==> src/rtl/gemm_ctrl_pkg.sv <==
// rtl/gemm_ctrl_pkg.sv - shared types for the GeMM tile scheduler
package gemm_ctrl_pkg;

  typedef enum logic [1:0] {
    ST_IDLE,
    ST_RUN,
    ST_DRAIN,
    ST_DONE
  } state_e;

  // Width-independent part of the per-beat tag; the top adds c_addr at AddrWidth.
  typedef struct packed {
    logic first;
    logic last;
  } tag_flags_t;

endpackage

==> src/rtl/gemm_loop_counter.sv <==
// rtl/gemm_loop_counter.sv - wrap-around tile loop counter with enable and clear
module gemm_loop_counter #(
  parameter int Width = 8
) (
  input  logic             clk_i,
  input  logic             rst_i,
  input  logic             clr_i,
  input  logic             en_i,
  input  logic [Width-1:0] size_i,
  output logic [Width-1:0] count_o,
  output logic             last_o,
  output logic             wrap_o
);

  logic [Width-1:0] r_count;

  always_ff @(posedge clk_i) begin
    if (rst_i || clr_i) begin
      r_count <= '0;
    end else if (en_i) begin
      r_count <= last_o ? '0 : r_count + Width'(1);
    end
  end

  assign count_o = r_count;
  assign last_o  = (r_count == size_i - Width'(1));
  assign wrap_o  = en_i && last_o;

endmodule

==> src/rtl/gemm_tile_scheduler.sv <==
// rtl/gemm_tile_scheduler.sv - output-stationary GeMM tile loop sequencer
// Issues A/B tile addresses, delays tags to the PE inputs and emits C writes.
module gemm_tile_scheduler
  import gemm_ctrl_pkg::*;
#(
  parameter int SizeAddrWidth = 8,
  parameter int AddrWidth     = 16,
  parameter int ReadLatency   = 1,
  parameter int PeLatency     = 1
) (
  input  logic                     clk_i,
  input  logic                     rst_i,
  input  logic                     start_i,
  input  logic                     stall_i,
  input  logic [SizeAddrWidth-1:0] M_size_i,
  input  logic [SizeAddrWidth-1:0] K_size_i,
  input  logic [SizeAddrWidth-1:0] N_size_i,
  output logic [AddrWidth-1:0]     sram_a_addr_o,
  output logic [AddrWidth-1:0]     sram_b_addr_o,
  output logic                     issue_valid_o,
  output logic                     pe_valid_o,
  output logic                     pe_first_o,
  output logic                     pe_last_o,
  output logic [AddrWidth-1:0]     sram_c_addr_o,
  output logic                     sram_c_we_o,
  output logic                     busy_o,
  output logic                     done_o
);

  typedef struct packed {
    tag_flags_t           flags;
    logic [AddrWidth-1:0] c_addr;
  } tag_t;

  state_e                   r_state, w_state_nxt;
  logic [SizeAddrWidth-1:0] r_m, r_n, r_k;
  logic [SizeAddrWidth-1:0] w_mt, w_nt, w_kt;
  logic                     w_kt_last, w_kt_wrap, w_nt_last, w_nt_wrap, w_mt_last, w_mt_wrap;
  logic                     w_start, w_zero, w_issue, w_final, w_pending;
  logic [AddrWidth-1:0]     w_mt_a, w_nt_a, w_kt_a, w_n_a, w_k_a;
  tag_t                     w_tag;
  tag_t                     r_rd_tag  [ReadLatency];
  logic                     r_rd_vld  [ReadLatency];
  logic                     r_wr_we   [PeLatency];
  logic [AddrWidth-1:0]     r_wr_addr [PeLatency];

  assign w_start = (r_state == ST_IDLE) && start_i;
  assign w_zero  = (M_size_i == '0) || (N_size_i == '0) || (K_size_i == '0);
  assign w_issue = (r_state == ST_RUN) && !stall_i;
  assign w_final = w_mt_wrap && w_mt_last && w_nt_last && w_kt_last;

  always_ff @(posedge clk_i) begin
    if (rst_i) begin
      r_m <= '0;
      r_n <= '0;
      r_k <= '0;
    end else if (w_start) begin
      r_m <= M_size_i;
      r_n <= N_size_i;
      r_k <= K_size_i;
    end
  end

  // kt innermost, then nt, then mt; each stage steps on the inner wrap.
  gemm_loop_counter #(.Width(SizeAddrWidth)) u_kt (
    .clk_i(clk_i), .rst_i(rst_i), .clr_i(w_start), .en_i(w_issue), .size_i(r_k),
    .count_o(w_kt), .last_o(w_kt_last), .wrap_o(w_kt_wrap));
  gemm_loop_counter #(.Width(SizeAddrWidth)) u_nt (
    .clk_i(clk_i), .rst_i(rst_i), .clr_i(w_start), .en_i(w_kt_wrap), .size_i(r_n),
    .count_o(w_nt), .last_o(w_nt_last), .wrap_o(w_nt_wrap));
  gemm_loop_counter #(.Width(SizeAddrWidth)) u_mt (
    .clk_i(clk_i), .rst_i(rst_i), .clr_i(w_start), .en_i(w_nt_wrap), .size_i(r_m),
    .count_o(w_mt), .last_o(w_mt_last), .wrap_o(w_mt_wrap));

  assign w_mt_a = AddrWidth'(w_mt);
  assign w_nt_a = AddrWidth'(w_nt);
  assign w_kt_a = AddrWidth'(w_kt);
  assign w_n_a  = AddrWidth'(r_n);
  assign w_k_a  = AddrWidth'(r_k);

  assign sram_a_addr_o      = w_mt_a * w_k_a + w_kt_a;
  assign sram_b_addr_o      = w_kt_a * w_n_a + w_nt_a;
  assign w_tag.flags.first  = (w_kt == '0);
  assign w_tag.flags.last   = w_kt_last;
  assign w_tag.c_addr       = w_mt_a * w_n_a + w_nt_a;
  assign issue_valid_o      = w_issue;

  // Delay lines never freeze: a stalled cycle simply enters as a bubble.
  always_ff @(posedge clk_i) begin
    if (rst_i) begin
      for (int i = 0; i < ReadLatency; i++) begin
        r_rd_vld[i] <= 1'b0;
        r_rd_tag[i] <= '0;
      end
      for (int i = 0; i < PeLatency; i++) begin
        r_wr_we[i]   <= 1'b0;
        r_wr_addr[i] <= '0;
      end
    end else begin
      r_rd_vld[0] <= w_issue;
      r_rd_tag[0] <= w_issue ? w_tag : '0;
      for (int i = 1; i < ReadLatency; i++) begin
        r_rd_vld[i] <= r_rd_vld[i-1];
        r_rd_tag[i] <= r_rd_tag[i-1];
      end
      r_wr_we[0]   <= r_rd_vld[ReadLatency-1] && r_rd_tag[ReadLatency-1].flags.last;
      r_wr_addr[0] <= r_rd_tag[ReadLatency-1].flags.last ? r_rd_tag[ReadLatency-1].c_addr : '0;
      for (int i = 1; i < PeLatency; i++) begin
        r_wr_we[i]   <= r_wr_we[i-1];
        r_wr_addr[i] <= r_wr_addr[i-1];
      end
    end
  end

  assign pe_valid_o    = r_rd_vld[ReadLatency-1];
  assign pe_first_o    = r_rd_tag[ReadLatency-1].flags.first;
  assign pe_last_o     = r_rd_tag[ReadLatency-1].flags.last;
  assign sram_c_we_o   = r_wr_we[PeLatency-1];
  assign sram_c_addr_o = r_wr_addr[PeLatency-1];

  always_comb begin
    w_pending = 1'b0;
    for (int i = 0; i < ReadLatency; i++) begin
      w_pending = w_pending | (r_rd_vld[i] & r_rd_tag[i].flags.last);
    end
    for (int i = 0; i < PeLatency - 1; i++) begin
      w_pending = w_pending | r_wr_we[i];
    end
  end

  always_ff @(posedge clk_i) begin
    if (rst_i) r_state <= ST_IDLE;
    else       r_state <= w_state_nxt;
  end

  always_comb begin
    w_state_nxt = r_state;
    case (r_state)
      ST_IDLE:  if (start_i) w_state_nxt = w_zero ? ST_DONE : ST_RUN;
      ST_RUN:   if (w_final) w_state_nxt = ST_DRAIN;
      ST_DRAIN: if (sram_c_we_o && !w_pending) w_state_nxt = ST_DONE;
      ST_DONE:  w_state_nxt = ST_IDLE;
      default:  w_state_nxt = ST_IDLE;
    endcase
  end

  assign busy_o = (r_state != ST_IDLE);
  assign done_o = (r_state == ST_DONE);

endmodule

==> config.mk <==
export PLATFORM = sky130hd
export DESIGN_NAME = gemm_tile_scheduler
export DESIGN_NICKNAME = d
export VERILOG_FILES = /design/src/rtl/gemm_ctrl_pkg.sv /design/src/rtl/gemm_loop_counter.sv /design/src/rtl/gemm_tile_scheduler.sv
export SDC_FILE = /design/constraint.sdc
export NUM_CORES = 1
export LEC_CHECK = 0
export CAP_MARGIN = 20
export CORE_UTILIZATION = 65
export DETAILED_ROUTE_END_ITERATION = 6
export HOLD_SLACK_MARGIN = 0.12
export PLACE_DENSITY = 0.88
export REMOVE_ABC_BUFFERS = 1
export SETUP_SLACK_MARGIN = 0.05
export SYNTH_ARGS = -nofsm -noshare
export SYNTH_HDL_FRONTEND = slang
export SYNTH_SLANG_ARGS = --single-unit
==> constraint.sdc <==
create_clock -name clk_i -period 12.4 [get_ports clk_i]
set_input_delay 1.24 -clock clk_i [delete_from_list [all_inputs] [get_ports clk_i]]
set_output_delay 1.24 -clock clk_i [all_outputs]
set_load 0.05 [all_outputs]
==> impl_metrics.yaml <==
finish:
  diodes: 0
  syn_to_final_growth_pct: 11.33
  final_common_cell: "inv_1"
  layout.nets: 1583
  postLayoutCoreUtil: 0.7470
  final_cells: 1523
  drive_above_1_share: 0.02601
  mostFrequentLayoutCells: "inv_1 (197), nand2_1 (152), and2_1 (142), fa_1 (132), ha_1 (120)"
synth:
  ys_seq_area_frac: 0.1604
  synthMuxAreaShare: 0.002797
  synth_cells: 1267
  synth-simple-area-share: 0.2272
  synth-main-ff-cell: "dfxtp_1"
  synth_cell_types: 55
  synth_top_family_by_area: "adder cells"
  synth-seq-cells: 86
  syn_area_mm2: 0.01074
  ys_warn_count: 0
  synthAdderAreaFrac: 0.3860
  synth_async_sr_flop_share: 0
  synth_edf_count: 0
  synth.avg_cell_area_um2: 8.473
  synth_compound_area_frac: 0.07226
  synth-xor-area-share: 0.06037
sta:
  fmax_mhz: 137.6
  clock_skew_ns: 0.01249
  worst_pin_slew_ns: 0.9645
  setup_violations: 0
  finalMaxSlewViolations: 0
  maxSlewHeadroom: 0.3570
  period_share: 0.5860
  tns_ns: 0
  min_period_ns: 7.266
  setup_slack_ns: 5.134
  rsz0062_at_grt: "no"
  hold_viol: 0
power_and_ir_drop:
  ir_drop_mv: 0.06703
  leakagePower_nw: 5.949
  power.density_mw_per_mm2: 72.94
clock_tree:
  clock_sinks: 86
  cts_made_buffers: 9
  hold_buffers: 0
  clk_latency_ns: 0.35
  cts_tree: "done"
  cts_setup_buffers: 0
  ctsResizeCount: 0
  cts_buffer_depth: 2
  root_buffer: "clkbuf_16"
  path_clk_slew_ns: 0.07
  htreeDepth: 3
floorplanning:
  die_area_mm2: 0.01703
  die_x_um: 130.5
  ios: 83
  start_util: 0.6709
  coreArea_mm2: 0.01600
  rows: 46
  die_h_um: 130.5
detailed_routing:
  drt_first_iter_violations: 518
  antenna_left: 0
  vias_per_cell: 5.580
  drc_errors: 0
  dr.pass1.iters: 5
  routed_wl_um: 22850
  wl_per_cell_um: 15.00
  via_count: 8499
placement:
  pre_cts_ws_ns: 5.525
  dp_hpwl_um: 17640
  io_buffer_count: 82
  finalWeightedCongestion: 0.8730
  placed_cells: 1507
grt:
  grt_pass1_wl_um: 39250
  grt_max_degree: 36
  overflow: 0
  grt_usage: 0.2922
  grt_pass1_vias: 8666
  grt_antenna_before_repair: 0
critical_path:
  critPathBufInv: 4
  arrival_ns: 6.03
  cp-start-kind: "flip-flop"
  slowest_delay_ns: 0.85
  path_class: "reg2out"
  crit_family: "adder cells"
  cp_slowest_cell: "dfxtp_1"
  required_ns: 11.16
  critPathCaptureType: "output pin"
  worstPathCellList: "nand2_1, fa_1, inv_1, ha_1, ha_1, inv_1, fa_1, inv_1, ha_1, fa_1, a21o_1, a21oi_1, nor2b_1, o211ai_1, nand3_1, o41ai_1, xnor2_1, clkdlybuf4s50_1"
  crit_fanout: 24
status:
  status: "finished clean"
run:
  maxCapViolCount: 0
worst_hold_path:
  min_path_type: "reg2reg"
where the power goes:
group	internal [mW]	total (mW)	switching, mW
clock network	0.186	0.296	0.110
logic	0.0880	0.234	0.146
registers	0.293	0.341	0.0481
Yosys cell counts (8+ instances only):
| master | n | area share |
|---|---|---|
| nand4_1 | 9 | 0.0052 |
| and2_1 | 142 | 0.083 |
| nor3_1 | 14 | 0.0065 |
| clkbuf_1 | 58 | 0.020 |
| dfxtp_1 | 86 | 0.16 |
| nand2_1 | 152 | 0.053 |
| nor2_1 | 63 | 0.022 |
| ha_1 | 120 | 0.14 |
| inv_1 | 197 | 0.069 |
| or3_1 | 10 | 0.0058 |
| fa_1 | 132 | 0.25 |
| nor4_1 | 11 | 0.0064 |
| o21ai_0 | 19 | 0.0089 |
| a21oi_1 | 58 | 0.027 |
| a21o_1 | 9 | 0.0063 |
| xnor2_1 | 47 | 0.038 |
| and3_1 | 14 | 0.0082 |
| nand3_1 | 16 | 0.0075 |
| nand2b_1 | 8 | 0.0047 |
| xor2_1 | 27 | 0.022 |
worst reg2reg max path: stages, from the launching register on:
cell,delay (ns)
dfxtp_1,0.81
nand2_1,0.17
fa_1,0.54
inv_1,0.05
fa_1,0.46
ha_1,0.29
inv_1,0.05
fa_1,0.47
inv_1,0.06
ha_1,0.28
a21o_1,0.18
a21o_1,0.20
a21o_1,0.20
o311a_1,0.31
o41ai_1,0.43
o21ai_0,0.20
mux2i_1,0.14
cells by family after synthesis:
kind of cell	count (synthesis)
AND/OR/NAND/NOR	469
AO/OA/AOI/OAI	123
XOR/XNOR	74
buffers and inverters	260
multiplexers	3
adder cells (fa/ha/maj)	252
flip-flops	86
flip-flops by register name, summed over array words and instances, names as in the netlist:
register and flops:
r_m 8, r_rd_vld 1, r_wr_addr 16, r_wr_we 1, u_kt.count_o 8, r_k 8, r_state 2, u_nt.count_o 8
r_rd_tag 18, u_mt.count_o 8, r_n 8
layout make-up:
type | instances | area (um2)
well taps | 216 | 270.3
clock buffers | 12 | 256.5
repair buffers | 87 | 855.8
inverters | 198 | 743.2
multi-input cells | 921 | 8036
flip-flops and latches | 86 | 1722
fillers | 1162 | 4049
clock inverters | 3 | 67.56
stage by stage:
stage	hold WS (ns)	power (mW)	instance area (um2)
2_1_floorplan	0.4057	0.4934	10500
3_3_place_gp	0.4087	0.5640	11620
3_5_place_dp	0.4128	0.5721	11620
4_1_cts	0.4266	0.8727	11950
5_1_grt	0.4379	0.9104	11950
6_report	0.4227	0.8717	11950
path summary, 6_finish.rpt:
check                               start                         end  slack [ns]  cells past startpoint
max          u_mt.count_o[2]$_SDFFE_PP0N_           sram_a_addr_o[15]        5.13                     18
min             r_rd_tag[0][0]$_SDFF_PP0_  r_wr_addr[0][0]$_SDFF_PP0_        0.42                      1
max reg2reg  u_mt.count_o[4]$_SDFFE_PP0N_  r_rd_tag[0][14]$_SDFF_PP0_        7.43                     16
min reg2reg     r_rd_tag[0][0]$_SDFF_PP0_  r_wr_addr[0][0]$_SDFF_PP0_        0.42                      1
layer usage:
layer | track usage | part of all wire
met5 | 0 | 0
met4 | 0.1224 | 0.033
met3 | 0.04682 | 0.055
met2 | 0.5185 | 0.50
met1 | 0.3520 | 0.41
Power figures use the tool's default switching activity.
